## src/rtl/palette_pkg.sv

```systemverilog
// Shared colour and skid-FIFO entry types for the palette lookup path.
// PALETTE_TRANSPARENT_EN adds a transparent flag to each FIFO entry.
package palette_pkg;

    localparam int COL_WIDTH        = 16;
    localparam int BYTES_PER_COLOUR = 2;

    typedef logic [COL_WIDTH-1:0] col_t;

    typedef struct packed {
        col_t colour;
        logic last;
`ifdef PALETTE_TRANSPARENT_EN
        logic transparent;
`endif
    } fifo_entry_t;

endpackage

```

## src/rtl/palette_skid_fifo.sv

```systemverilog
// Register skid FIFO of palette entries: head always presented, same-cycle
// push and pop, occupancy count exported for upstream flow control.
module palette_skid_fifo
    import palette_pkg::*;
#(
    parameter int DEPTH       = 3,
    parameter int COUNT_WIDTH = $clog2(DEPTH + 1)
) (
    input  logic                   clk,
    input  logic                   reset,
    input  logic                   push,
    input  fifo_entry_t            wr_entry,
    input  logic                   pop,
    output fifo_entry_t            head,
    output logic [COUNT_WIDTH-1:0] count
);

    localparam int PTR_WIDTH = (DEPTH > 1) ? $clog2(DEPTH) : 1;

    fifo_entry_t          mem [DEPTH];
    logic [PTR_WIDTH-1:0] rd_ptr;
    logic [PTR_WIDTH-1:0] wr_ptr;
    logic                 do_pop;

    function automatic logic [PTR_WIDTH-1:0] next_ptr(input logic [PTR_WIDTH-1:0] p);
        return (p == PTR_WIDTH'(DEPTH - 1)) ? '0 : p + PTR_WIDTH'(1);
    endfunction

    assign do_pop = pop && (count != '0);
    assign head   = mem[rd_ptr];

    always_ff @(posedge clk) begin
        if (reset) begin
            for (int unsigned i = 0; i < DEPTH; i++) begin
                mem[i] <= '0;
            end
            rd_ptr <= '0;
            wr_ptr <= '0;
            count  <= '0;
        end else begin
            if (push) begin
                mem[wr_ptr] <= wr_entry;
                wr_ptr      <= next_ptr(wr_ptr);
            end
            if (do_pop) begin
                rd_ptr <= next_ptr(rd_ptr);
            end
            if (push && !do_pop) begin
                count <= count + COUNT_WIDTH'(1);
            end else if (!push && do_pop) begin
                count <= count - COUNT_WIDTH'(1);
            end
        end
    end

endmodule

```

## src/rtl/palette_pixel_lookup.sv

```systemverilog
// Streaming palette index to RGB565 converter with line-end tagging.
// Optional PALETTE_TRANSPARENT_EN flags index-0 pixels on m_col_transparent.
module palette_pixel_lookup
    import palette_pkg::*;
#(
    parameter int OFFSET      = 0,
    parameter int ADDR_WIDTH  = 16,
    parameter int DATA_WIDTH  = 16,
    parameter int INDEX_WIDTH = 8,
    parameter int BANK_WIDTH  = 4,
    parameter int LINE_WIDTH  = 400,
    parameter int SKID_DEPTH  = 3
) (
    input  logic                   aclk,
    input  logic                   areset,
    input  logic [INDEX_WIDTH-1:0] s_pix_index,
    input  logic                   s_pix_valid,
    output logic                   s_pix_ready,
    input  logic [BANK_WIDTH-1:0]  palette_bank,
    output logic [ADDR_WIDTH-1:0]  portb_address,
    input  logic [DATA_WIDTH-1:0]  portb_data,
    output logic [DATA_WIDTH-1:0]  m_col_data,
    output logic                   m_col_last,
    output logic                   m_col_valid,
`ifdef PALETTE_TRANSPARENT_EN
    output logic                   m_col_transparent,
`endif
    input  logic                   m_col_ready
);

    localparam int CNT_WIDTH   = (LINE_WIDTH > 1) ? $clog2(LINE_WIDTH) : 1;
    localparam int COUNT_WIDTH = $clog2(SKID_DEPTH + 1);

    logic                   run;
    logic                   pending;
    logic                   pix_last;
    logic                   accept;
    logic                   at_line_end;
    logic                   pop;
    logic [CNT_WIDTH-1:0]   line_cnt;
    logic [COUNT_WIDTH-1:0] fifo_count;
    fifo_entry_t            wr_entry;
    fifo_entry_t            head;
`ifdef PALETTE_TRANSPARENT_EN
    logic                   pix_transparent;
`endif

    // The word in flight (pending) reserves a FIFO slot, so ready never depends on m_col_ready.
    assign s_pix_ready = run && ((32'(fifo_count) + 32'(pending)) < 32'(SKID_DEPTH));
    assign accept      = s_pix_valid && s_pix_ready;
    assign at_line_end = (line_cnt == CNT_WIDTH'(LINE_WIDTH - 1));

    // Address parks at the table base until the first clock out of reset.
    assign portb_address = run
        ? ADDR_WIDTH'(OFFSET) + ADDR_WIDTH'(32'({palette_bank, s_pix_index}) * BYTES_PER_COLOUR)
        : ADDR_WIDTH'(OFFSET);

    always_ff @(posedge aclk) begin
        if (areset) begin
            run      <= 1'b0;
            pending  <= 1'b0;
            pix_last <= 1'b0;
            line_cnt <= '0;
`ifdef PALETTE_TRANSPARENT_EN
            pix_transparent <= 1'b0;
`endif
        end else begin
            run     <= 1'b1;
            pending <= accept;
            if (accept) begin
                pix_last <= at_line_end;
                line_cnt <= at_line_end ? '0 : line_cnt + CNT_WIDTH'(1);
`ifdef PALETTE_TRANSPARENT_EN
                pix_transparent <= (s_pix_index == '0);
`endif
            end
        end
    end

    always_comb begin
        wr_entry        = '0;
        wr_entry.colour = col_t'(portb_data);
        wr_entry.last   = pix_last;
`ifdef PALETTE_TRANSPARENT_EN
        wr_entry.transparent = pix_transparent;
`endif
    end

    palette_skid_fifo #(
        .DEPTH       (SKID_DEPTH),
        .COUNT_WIDTH (COUNT_WIDTH)
    ) u_fifo (
        .clk      (aclk),
        .reset    (areset),
        .push     (pending),
        .wr_entry (wr_entry),
        .pop      (pop),
        .head     (head),
        .count    (fifo_count)
    );

    assign m_col_valid = (fifo_count != '0);
    assign pop         = m_col_valid && m_col_ready;
    assign m_col_data  = DATA_WIDTH'(head.colour);
    assign m_col_last  = head.last;
`ifdef PALETTE_TRANSPARENT_EN
    assign m_col_transparent = head.transparent;
`endif

endmodule

```

## config.mk

```make
export PLATFORM = sky130hd
export DESIGN_NAME = palette_pixel_lookup
export DESIGN_NICKNAME = d
export VERILOG_FILES = /design/src/rtl/palette_pkg.sv /design/src/rtl/palette_skid_fifo.sv /design/src/rtl/palette_pixel_lookup.sv
export SDC_FILE = /design/constraint.sdc
export NUM_CORES = 1
export LEC_CHECK = 0
export BUFFER_PORTS_ARGS = -buffer_cell sky130_fd_sc_hd__buf_2
export CORE_ASPECT_RATIO = 0.75
export CORE_MARGIN = 1
export CORE_UTILIZATION = 29
export CTS_CLUSTER_DIAMETER = 30
export DETAILED_ROUTE_END_ITERATION = 10
export SLEW_MARGIN = 25
export SYNTH_ARGS = -nofsm -noshare
export SYNTH_HDL_FRONTEND = slang
export SYNTH_HIERARCHICAL = 1
export SYNTH_SLANG_ARGS = --single-unit
```

## constraint.sdc

```tcl
create_clock -name aclk -period 3.55 [get_ports aclk]
set_clock_uncertainty 0.15 [all_clocks]
set_input_delay 0.5325 -clock aclk [delete_from_list [all_inputs] [get_ports aclk]]
set_output_delay 0.5325 -clock aclk [all_outputs]
set_load 0.03 [all_outputs]
```

==> flow_summary.yaml, run 1 <==
finish:
  areaGrowthSynthToFinish_pct: 19.3
  drive_above_1_share: 0.349
  final_nets: 363
  layout.filler_cells: 1263
  fin_cells: 503
  postLayoutCellArea_um2: 4660
  antenna-diode-count: 0
clocking:
  clock_tree_from_tritoncts: "yes"
  cts-hold-fix-buffers: 0
  clk-insertion-delay-late_ns: 0.33
  path_clk_slew_ns: 0.06
  numCtsBuffers: 9
  max-clock-path-buffers: 2
  htree_levels: 3
  post-cts-setup-buffer-count: 0
  cts_sinks: 88
  cts.repair.resized: 0
  clock-root-buffer: "clkbuf_16"
synthesis:
  syn_inst: 260
  yosys_warning_total: 6
  ys_seq_elements: 88
  synth_ff_type: "edfxtp_1"
  ys_seq_area_frac: 0.626
  ys_async_sr_fraction: 0
  synth-edff-count: 68
  synth.cell_area_um2: 3900
  netlist-cell-type-count: 42
  synth.avg_cell_area_um2: 15.0
die:
  io_pins: 67
  die_span_x_um: 136
  core.rowCount: 36
  die_h_um: 102
  effective_utilization_at_floorplan: 0.299
  fp.coreArea_um2: 13100
  design.die.area_um2: 13900
run_status:
  status: "finished, final reports clean"
sta:
  fmax_mhz: 387
  final-hold-violation-count: 0
  finalSetupTns_ns: 0
  grt_setup_unrepaired: "no"
  tightestPinTransition_ns: 0.946
  final-setup-viol-count: 0
  final_min_period_over_clock_period: 0.727
  maxSlewHeadroom: 0.368
  final.min_clock_period_ns: 2.58
  drv_slew: 0
  hold_slack_ns: 0.260
global_route:
  grt.total_usage: 0.119
  first_global_vias: 2317
  pin_count_of_the_biggest_net_entering_global_routing: 20
  grt_pass1_wl_um: 12100
  grt.overflow.total: 0
  antenna_violations_before_repair: 1
power:
  power_leakage_nw: 1.75
  power.ir.vdd_worst_mv: 0.258
  total_power_mw: 2.20
  power-per-cell-area_nw_per_um2: 473
critical_path:
  critPathKind: "flop to primary output"
  worstPathArrival_ns: 1.90
  end_kind: "primary output"
  critPathLaunchType: "flop"
  timing.critical_path.required_ns: 2.87
  worst-path-max-fanout: 17
routing:
  drtIter0Drc: 110
  route.antenna.remaining_nets: 0
  route.detailed.vias_per_inst: 4.43
  detail_route.wl_per_cell_um: 15.3
  drcViolationCount: 0
  route.final.wire_length_um: 7670
  first_pass_iters: 4
  via_count: 2226
placed_design:
  gp_routability_congestion: 0.745
  placement.io_buffers: 62
  placed_cells_incl_taps: 487
  hpwlAfterDp_um: 5070
  place_area_um2: 4380
flow_run:
  cap_violations: 0
min_path:
  min-delay-path-class: "primary input to flop"
[power by group]
| part | switching [mW] | internal (mW) | leakage (nW) |
|---|---|---|---|
| logic | 0.117 | 0.0669 | 0.777 |
| clock network | 0.344 | 0.519 | 0.130 |
| registers | 0.0161 | 1.14 | 0.846 |
[critical path: stages (launching register included)]
cell	delay (ns)
dfxtp_1	0.94
mux4_2	0.44
buf_2	0.20
[path summary, 6_finish.rpt]
check / start / to / slack (ns) / cells past startpoint
worst max register to register: u_fifo/wr_ptr[0] / u_fifo/mem[1][16] / 1.49 / 3
worst min register to register: u_fifo/rd_ptr[1] / flop / 0.34 / 2
worst min-delay path: portb_data[10] / u_fifo/mem[3][11] / 0.26 / 1
worst max-delay path: flop / m_col_data[7] / 0.97 / 2
[cell families after synthesis]
logic type                 synth area share
AOI/OAI and AO/OA                    0.0285
and+or+nand+nor                       0.184
muxes                                 0.106
adders and majority gates            0.0128
DFF                                   0.626
other                              0.000961
xor gates and xnor gates             0.0135
buffers and inverters                0.0282
[cells in the mapped netlist (4+ instances only)]
cell type	number	area share
nor2_1	10	0.0096
buf_4	6	0.012
or3_1	5	0.0080
mux4_2	17	0.098
a21oi_1	8	0.010
and2_2	7	0.013
nand2_1	5	0.0048
ha_1	4	0.013
xor2_1	6	0.013
and2_1	59	0.095
edfxtp_1	68	0.52
dfxtp_1	20	0.10
[registers in the layout, indices dropped and copies added (netlist names), named ones only]
signal / count
u_fifo/mem: 68
line_cnt: 9
pending: 1
u_fifo/rd_ptr: 2
pix_last: 1
u_fifo/wr_ptr: 2
u_fifo/count: 2
run: 1
[per-layer routing]
metal	wire length, um	global-route usage	part of all wire	up-vias
li1	-	-	-	1086
met1	3670	0.152	0.48	1096
met2	3630	0.192	0.47	33
met3	311	0.0397	0.041	9
met4	51	0.0359	0.0066	2
met5	10	0	0.0013	-
[final cells by class]
type / count / area [um^2] / share of cell area
Timing Repair Buffer: 66 / 340 / 0.0731
Tap cell: 171 / 214 / 0.0460
Clock buffer: 16 / 273 / 0.0586
Inverter: 1 / 3.75 / 0.000806
Multi-Input combinational cell: 161 / 1380 / 0.297
Sequential cell: 88 / 2440 / 0.525
[stage by stage]
step                      worst slack (ns)   util
after CTS                            0.935  0.356
after floorplan                       1.58      -
final                                0.969  0.356
after detailed placement              1.30  0.336
after global placement                1.30  0.334
after global routing                 0.877  0.356
[cell usage in the layout (no fill, tap or decap), drive strengths merged, types with 2 or more instances in the layout]
master / instances
ha: 4
mux2i: 2
and4: 3
nand4: 3
and2: 66
buf: 66
nand3: 5
nand2b: 4
conb: 4
clkbuf: 16
o21ai: 5
xor2: 6
a21oi: 8
nor2: 11
nor3: 3
nand2: 5
mux4: 17
o21bai: 2
edfxtp: 68
dfxtp: 20
or3: 5
Note: power is estimated with default switching activity, not from simulation.
==> run 2: changes to the inputs <==
==> constraint.sdc (replaced) <==
create_clock -name aclk -period 2.3 [get_ports aclk]
set_clock_uncertainty 0.15 [all_clocks]
set_input_delay 0.345 -clock aclk [delete_from_list [all_inputs] [get_ports aclk]]
set_output_delay 0.345 -clock aclk [all_outputs]
set_load 0.03 [all_outputs]
==> run 2 against run 1 <==
  * Routed wire length is 0.87% higher
  * Sequential power is 53% higher
  * Clock-buffer cell count is 4 lower
  * Design area is 1.7% higher
  * Register-to-register slack worse by 1.1 ns
  * Hold slack worse by 0.19 ns
  * Core utilization is 0.62 points higher
  * Critical endpoint is now s_pix_ready
  * Largest cell class unchanged
  * Largest power group unchanged
==> flow_summary.yaml, run 2 (synthesized netlist as in run 1, its figures left out) <==
clocking:
  post-cts-setup-buffer-count: 0
  cts_sinks: 88
  cts.repair.resized: 0
  htree_levels: 3
  numCtsBuffers: 9
  max-clock-path-buffers: 2
  clock-root-buffer: "clkbuf_16"
  clock_tree_from_tritoncts: "yes"
  path_clk_slew_ns: 0.06
  cts-hold-fix-buffers: 0
  clk-insertion-delay-late_ns: 0.33
sta:
  finalSetupTns_ns: 0
  final_min_period_over_clock_period: 0.943
  final.min_clock_period_ns: 2.17
  grt_setup_unrepaired: "no"
  maxSlewHeadroom: 0.314
  fmax_mhz: 461
  tightestPinTransition_ns: 1.03
  final-hold-violation-count: 0
  final-setup-viol-count: 0
  drv_slew: 0
finish:
  final_nets: 366
  top_registers: "u_fifo/mem: 68 flops, line_cnt: 9 flops"
  number_of_flip_flops_under_the_largest_register_name: 68
  most-common-layout-cells: "edfxtp_1 (68), buf_2 (62), and2_1 (59)"
  antenna-diode-count: 0
  drive_above_1_share: 0.367
  areaGrowthSynthToFinish_pct: 21.4
  ff_latch_area_um2: 2440
  most_frequent_standard_cell_in_the_layout_excluding_fill_and_tap_cells: "edfxtp_1"
  multiInputGateArea_um2: 1370
  fin_cells: 506
  layout.filler_cells: 1271
  max_flop_register: "u_fifo/mem"
critical_path:
  reg2reg_depth: 2
  reg2reg_from: "u_fifo/wr_ptr[1]"
  critPathLaunchType: "flop"
  critPathKind: "flop to primary output"
  cp-endpoint: "s_pix_ready"
  end_kind: "primary output"
  crit_start: "u_fifo/count[0]"
  worst-path-max-fanout: 6
  timing.reg2reg.setup_slack_ns: 0.37
  timing.critical_path.required_ns: 1.80
  worstPathArrival_ns: 1.67
  r2r-end: "u_fifo/mem[0][10]"
global_route:
  first_global_vias: 2228
  grt.met3_usage: 0.0387
  grt.total_usage: 0.119
  global_route.peak_usage_layer: "met2"
  grt.overflow.total: 0
  grt_pass1_wl_um: 12000
  antenna_violations_before_repair: 1
  pin_count_of_the_biggest_net_entering_global_routing: 18
  m1_gr_usage: 0.148
  use_met2: 0.197
die:
  effective_utilization_at_floorplan: 0.299
  die_span_x_um: 136
  io_pins: 67
  fp.coreArea_um2: 13100
  core.rowCount: 36
  die_h_um: 102
  design.die.area_um2: 13900
run_status:
  status: "finished, final reports clean"
min_path:
  min-delay-path-class: "primary input to flop"
  worstHoldStart: "portb_data[8]"
  hold_path_depth: 1
routing:
  route.detailed.vias_per_inst: 4.39
  drtIter0Drc: 77
  via_count: 2220
  detail_route.wl_per_cell_um: 15.3
  route.final.wire_length_um: 7740
  drcViolationCount: 0
  first_pass_iters: 4
  route.antenna.remaining_nets: 0
placed_design:
  placement.io_buffers: 62
  hpwlAfterDp_um: 5110
  placed_cells_incl_taps: 490
  gp_routability_congestion: 0.742
power:
  power.ir.vdd_worst_mv: 0.416
  power_leakage_nw: 1.80
  power-per-cell-area_nw_per_um2: 779
flow_run:
  cap_violations: 0
## run 2: cell types whose count changed in the layout (fill, tap and decap cells not counted)
cell,previous run,this run
buf_12,0,1
buf_4,4,6
bufinv_16,0,3
clkbuf_1,6,3
clkbuf_16,10,9
clkinv_1,0,1
dfxtp_1,20,19
dfxtp_2,0,1
nand2_1,5,4
nand2_2,0,1
o21bai_2,0,2
o21bai_4,2,0
## run 2: layer usage
layer / part of all wire / up-vias
li1: - / 1088
met1: 0.47 / 1080
met2: 0.48 / 39
met3: 0.044 / 11
met4: 0.011 / 2
met5: 0.0016 / -
## run 2: critical path, cell delays in order (launching register included)
cell and delay [ns]:
dfxtp_1 0.36, ha_1 0.20, ha_1 0.18, and2b_2 0.28
and2_1 0.14, buf_2 0.19
## run 2: report_power, final
part	switching, mW	internal (mW)
clock	0.561	1.06
sequential	0.0243	1.76
combinational	0.180	0.105
## run 2: metrics by stage
stage / power [mW] / hold WS (ns) / setup WS [ns] / utilization / instance area (um^2)
after floorplan: 2.01 / 0.264 / 0.337 / - / 3910
after CTS: 3.74 / 0.0565 / 0.0546 / 0.362 / 4730
final: 3.69 / 0.0656 / 0.131 / 0.363 / 4740
after global placement: 2.10 / 0.321 / 0.346 / 0.337 / 4400
after detailed placement: 2.11 / 0.337 / 0.310 / 0.337 / 4400
after global routing: 3.82 / 0.0569 / 0.0414 / 0.363 / 4740
## run 2: cell type report
class / count / area share
Clock buffer: 12 / 0.0499
Clock inverter: 4 / 0.0198
Inverter: 1 / 0.000792
Multi-Input combinational cell: 161 / 0.289
Sequential cell: 88 / 0.516
Tap cell: 171 / 0.0452
Timing Repair Buffer: 69 / 0.0792
## run 2: worst min-delay path by stage
stage                             end  slack, ns
CTS                  u_fifo/mem[3][3]       0.06
detailed placement        line_cnt[7]       0.34
global placement          line_cnt[7]       0.32
floorplan                 line_cnt[8]       0.26
finish               u_fifo/mem[3][9]       0.07
global route        u_fifo/mem[3][13]       0.06
==> run 3: changes to the inputs <==
--- a/config.mk
+++ b/config.mk
@@ -8,9 +8,11 @@
 export BUFFER_PORTS_ARGS = -buffer_cell sky130_fd_sc_hd__buf_2
 export CORE_ASPECT_RATIO = 0.75
 export CORE_MARGIN = 1
-export CORE_UTILIZATION = 29
+export CORE_UTILIZATION = 45
 export CTS_CLUSTER_DIAMETER = 30
 export DETAILED_ROUTE_END_ITERATION = 10
+export PLACE_DENSITY = 0.69
+export RECOVER_POWER = 50
 export SLEW_MARGIN = 25
 export SYNTH_ARGS = -nofsm -noshare
 export SYNTH_HDL_FRONTEND = slang
==> run 3 against run 2 <==
  * The run now ends with DRC left
  * Critical path depth unchanged
  * Clock-buffer cell count fell by 3
  * First-iteration DRC count is 19% lower
  * Final cell count decreased by 13%
  * Via count up 0.72%
  * Routed wire length down 6.4%
  * Critical endpoint unchanged
==> flow_summary.yaml, run 3 (synthesized netlist as in run 1, its figures left out) <==
clocking:
  max-clock-path-buffers: 2
  clock-root-buffer: "clkbuf_16"
  clock_tree_from_tritoncts: "yes"
  htree_levels: 3
  numCtsBuffers: 9
  clk-insertion-delay-late_ns: 0.33
  path_clk_slew_ns: 0.06
  cts_sinks: 88
  post-cts-setup-buffer-count: 0
sta:
  tightestPinTransition_ns: 1.02
  maxSlewHeadroom: 0.315
  final-hold-violation-count: 0
  finalSetupTns_ns: 0
  final-setup-viol-count: 0
  fmax_mhz: 461
  final_min_period_over_clock_period: 0.943
  final.min_clock_period_ns: 2.17
  drv_slew: 0
  grt_setup_unrepaired: "no"
placed_design:
  placement.io_buffers: 62
  gp_routability_congestion: 0.759
  hpwlAfterDp_um: 4780
  place_area_um2: 4320
global_route:
  pin_count_of_the_biggest_net_entering_global_routing: 18
  grt_pass1_wl_um: 11100
  grt.total_usage: 0.170
  grt.overflow.total: 0
  first_global_vias: 2115
  antenna_violations_before_repair: 0
finish:
  most-common-layout-cells: "edfxtp_1 (68), buf_2 (45), and2_1 (36)"
  most_frequent_standard_cell_in_the_layout_excluding_fill_and_tap_cells: "edfxtp_1"
  areaGrowthSynthToFinish_pct: 16.7
  antenna-diode-count: 0
  number_of_flip_flops_under_the_largest_register_name: 68
  multiInputGateArea_um2: 1330
  final_nets: 366
  max_flop_register: "u_fifo/mem"
  finalCoreUtilization: 0.541
  layout.filler_cells: 724
  drive_above_1_share: 0.308
  postLayoutCellArea_um2: 4550
  ff_latch_area_um2: 2440
  top_registers: "u_fifo/mem: 68 flops, line_cnt: 9 flops"
critical_path:
  timing.critical_path.required_ns: 1.80
  timing.reg2reg.setup_slack_ns: 0.26
  end_kind: "primary output"
  critPathLaunchType: "flop"
  worstPathArrival_ns: 1.67
  worst-path-max-fanout: 7
  critPathKind: "flop to primary output"
  reg2reg_depth: 4
  reg2reg_from: "u_fifo/wr_ptr[1]"
  r2r-end: "u_fifo/mem[0][7]"
  crit_start: "pending"
run_status:
  failing_checks: "DRC"
  status: "complete, but fails checks"
routing:
  drtIter0Drc: 62
  drcViolationCount: 2
  detail_route.wl_per_cell_um: 16.4
  route.detailed.vias_per_inst: 5.06
  first_pass_iters: 7
  via_count: 2236
  route.final.wire_length_um: 7240
  route.antenna.remaining_nets: 0
min_path:
  hold_path_depth: 1
  worstHoldStart: "portb_data[6]"
  timing.hold.worst_endpoint: "u_fifo/mem[3][7]"
  min-delay-path-class: "primary input to flop"
power:
  power-per-cell-area_nw_per_um2: 765
  power.ir.vdd_worst_mv: 0.369
  power_leakage_nw: 1.68
die:
  die_h_um: 82.6
  effective_utilization_at_floorplan: 0.463
  die_span_x_um: 110
  core.rowCount: 29
  design.die.area_um2: 9050
  io_pins: 67
  fp.coreArea_um2: 8420
flow_run:
  cap_violations: 0
==> run 3: cell count changes in the layout (fill, tap and decap cells not counted), sizes merged <==
cell / before / now
inv: 1 / 2
clkbuf: 12 / 30
buf: 69 / 48
clkinv: 1 / 0
bufinv: 3 / 1
clkinvlp: 0 / 4
==> run 3: worst max-delay path by stage <==
stage / cells past startpoint / endpoint
finish: 5 / s_pix_ready
global placement: 2 / u_fifo/mem[2][11]
floorplan: 6 / u_fifo/count[1]
global route: 5 / s_pix_ready
CTS: 5 / s_pix_ready
detailed placement: 6 / line_cnt[6]
==> run 3: metrics by stage <==
stage                     setup WS, ns  hold WS [ns]  std cells  power [mW]
after floorplan                  0.337         0.264        263        2.01
after global placement           0.368         0.328        427        2.10
after detailed placement         0.324         0.328        427        2.10
after CTS                       0.0786        0.0608        442        3.53
after global routing            0.0397         0.122        442        3.60
final                            0.132         0.105        442        3.48
==> run 3: where the power goes <==
group | internal (mW) | total, mW | switching (mW) | leakage (nW)
registers | 1.76 | 1.78 | 0.0237 | 0.847
clock network | 0.838 | 1.43 | 0.590 | 0.130
logic | 0.0974 | 0.272 | 0.175 | 0.705
==> run 3: layer usage <==
| layer | up-vias | global-route usage | wire, um |
|---|---|---|---|
| met5 | - | 0 | 0 |
| met4 | 0 | 0.0613 | 76 |
| met3 | 8 | 0.0455 | 229 |
| met2 | 36 | 0.260 | 3510 |
| met1 | 1104 | 0.233 | 3420 |
| li1 | 1088 | - | - |
==> run 3: critical path, stage by stage (launching register included) <==
cell and delay, ns:
dfxtp_2 0.35, ha_1 0.20, ha_1 0.26, nand2_1 0.19, and2_1 0.15, buf_2 0.19
==> run 3: layout make-up <==
| class | count | area share |
|---|---|---|
| Clock buffer | 9 | 0.0495 |
| Clock inverter | 6 | 0.0151 |
| Inverter | 1 | 0.000825 |
| Multi-Input combinational cell | 161 | 0.293 |
| Sequential cell | 88 | 0.537 |
| Tap cell | 108 | 0.0297 |
| Timing Repair Buffer | 69 | 0.0748 |
==> run 3: repair_timing <==
action | 4_1_cts | 5_1_grt
gates resized for setup | 0 | 2
endpoints found under the setup margin | 0 | 1
hold buffers | 0 | 0
endpoints found under the hold margin | 0 | 0
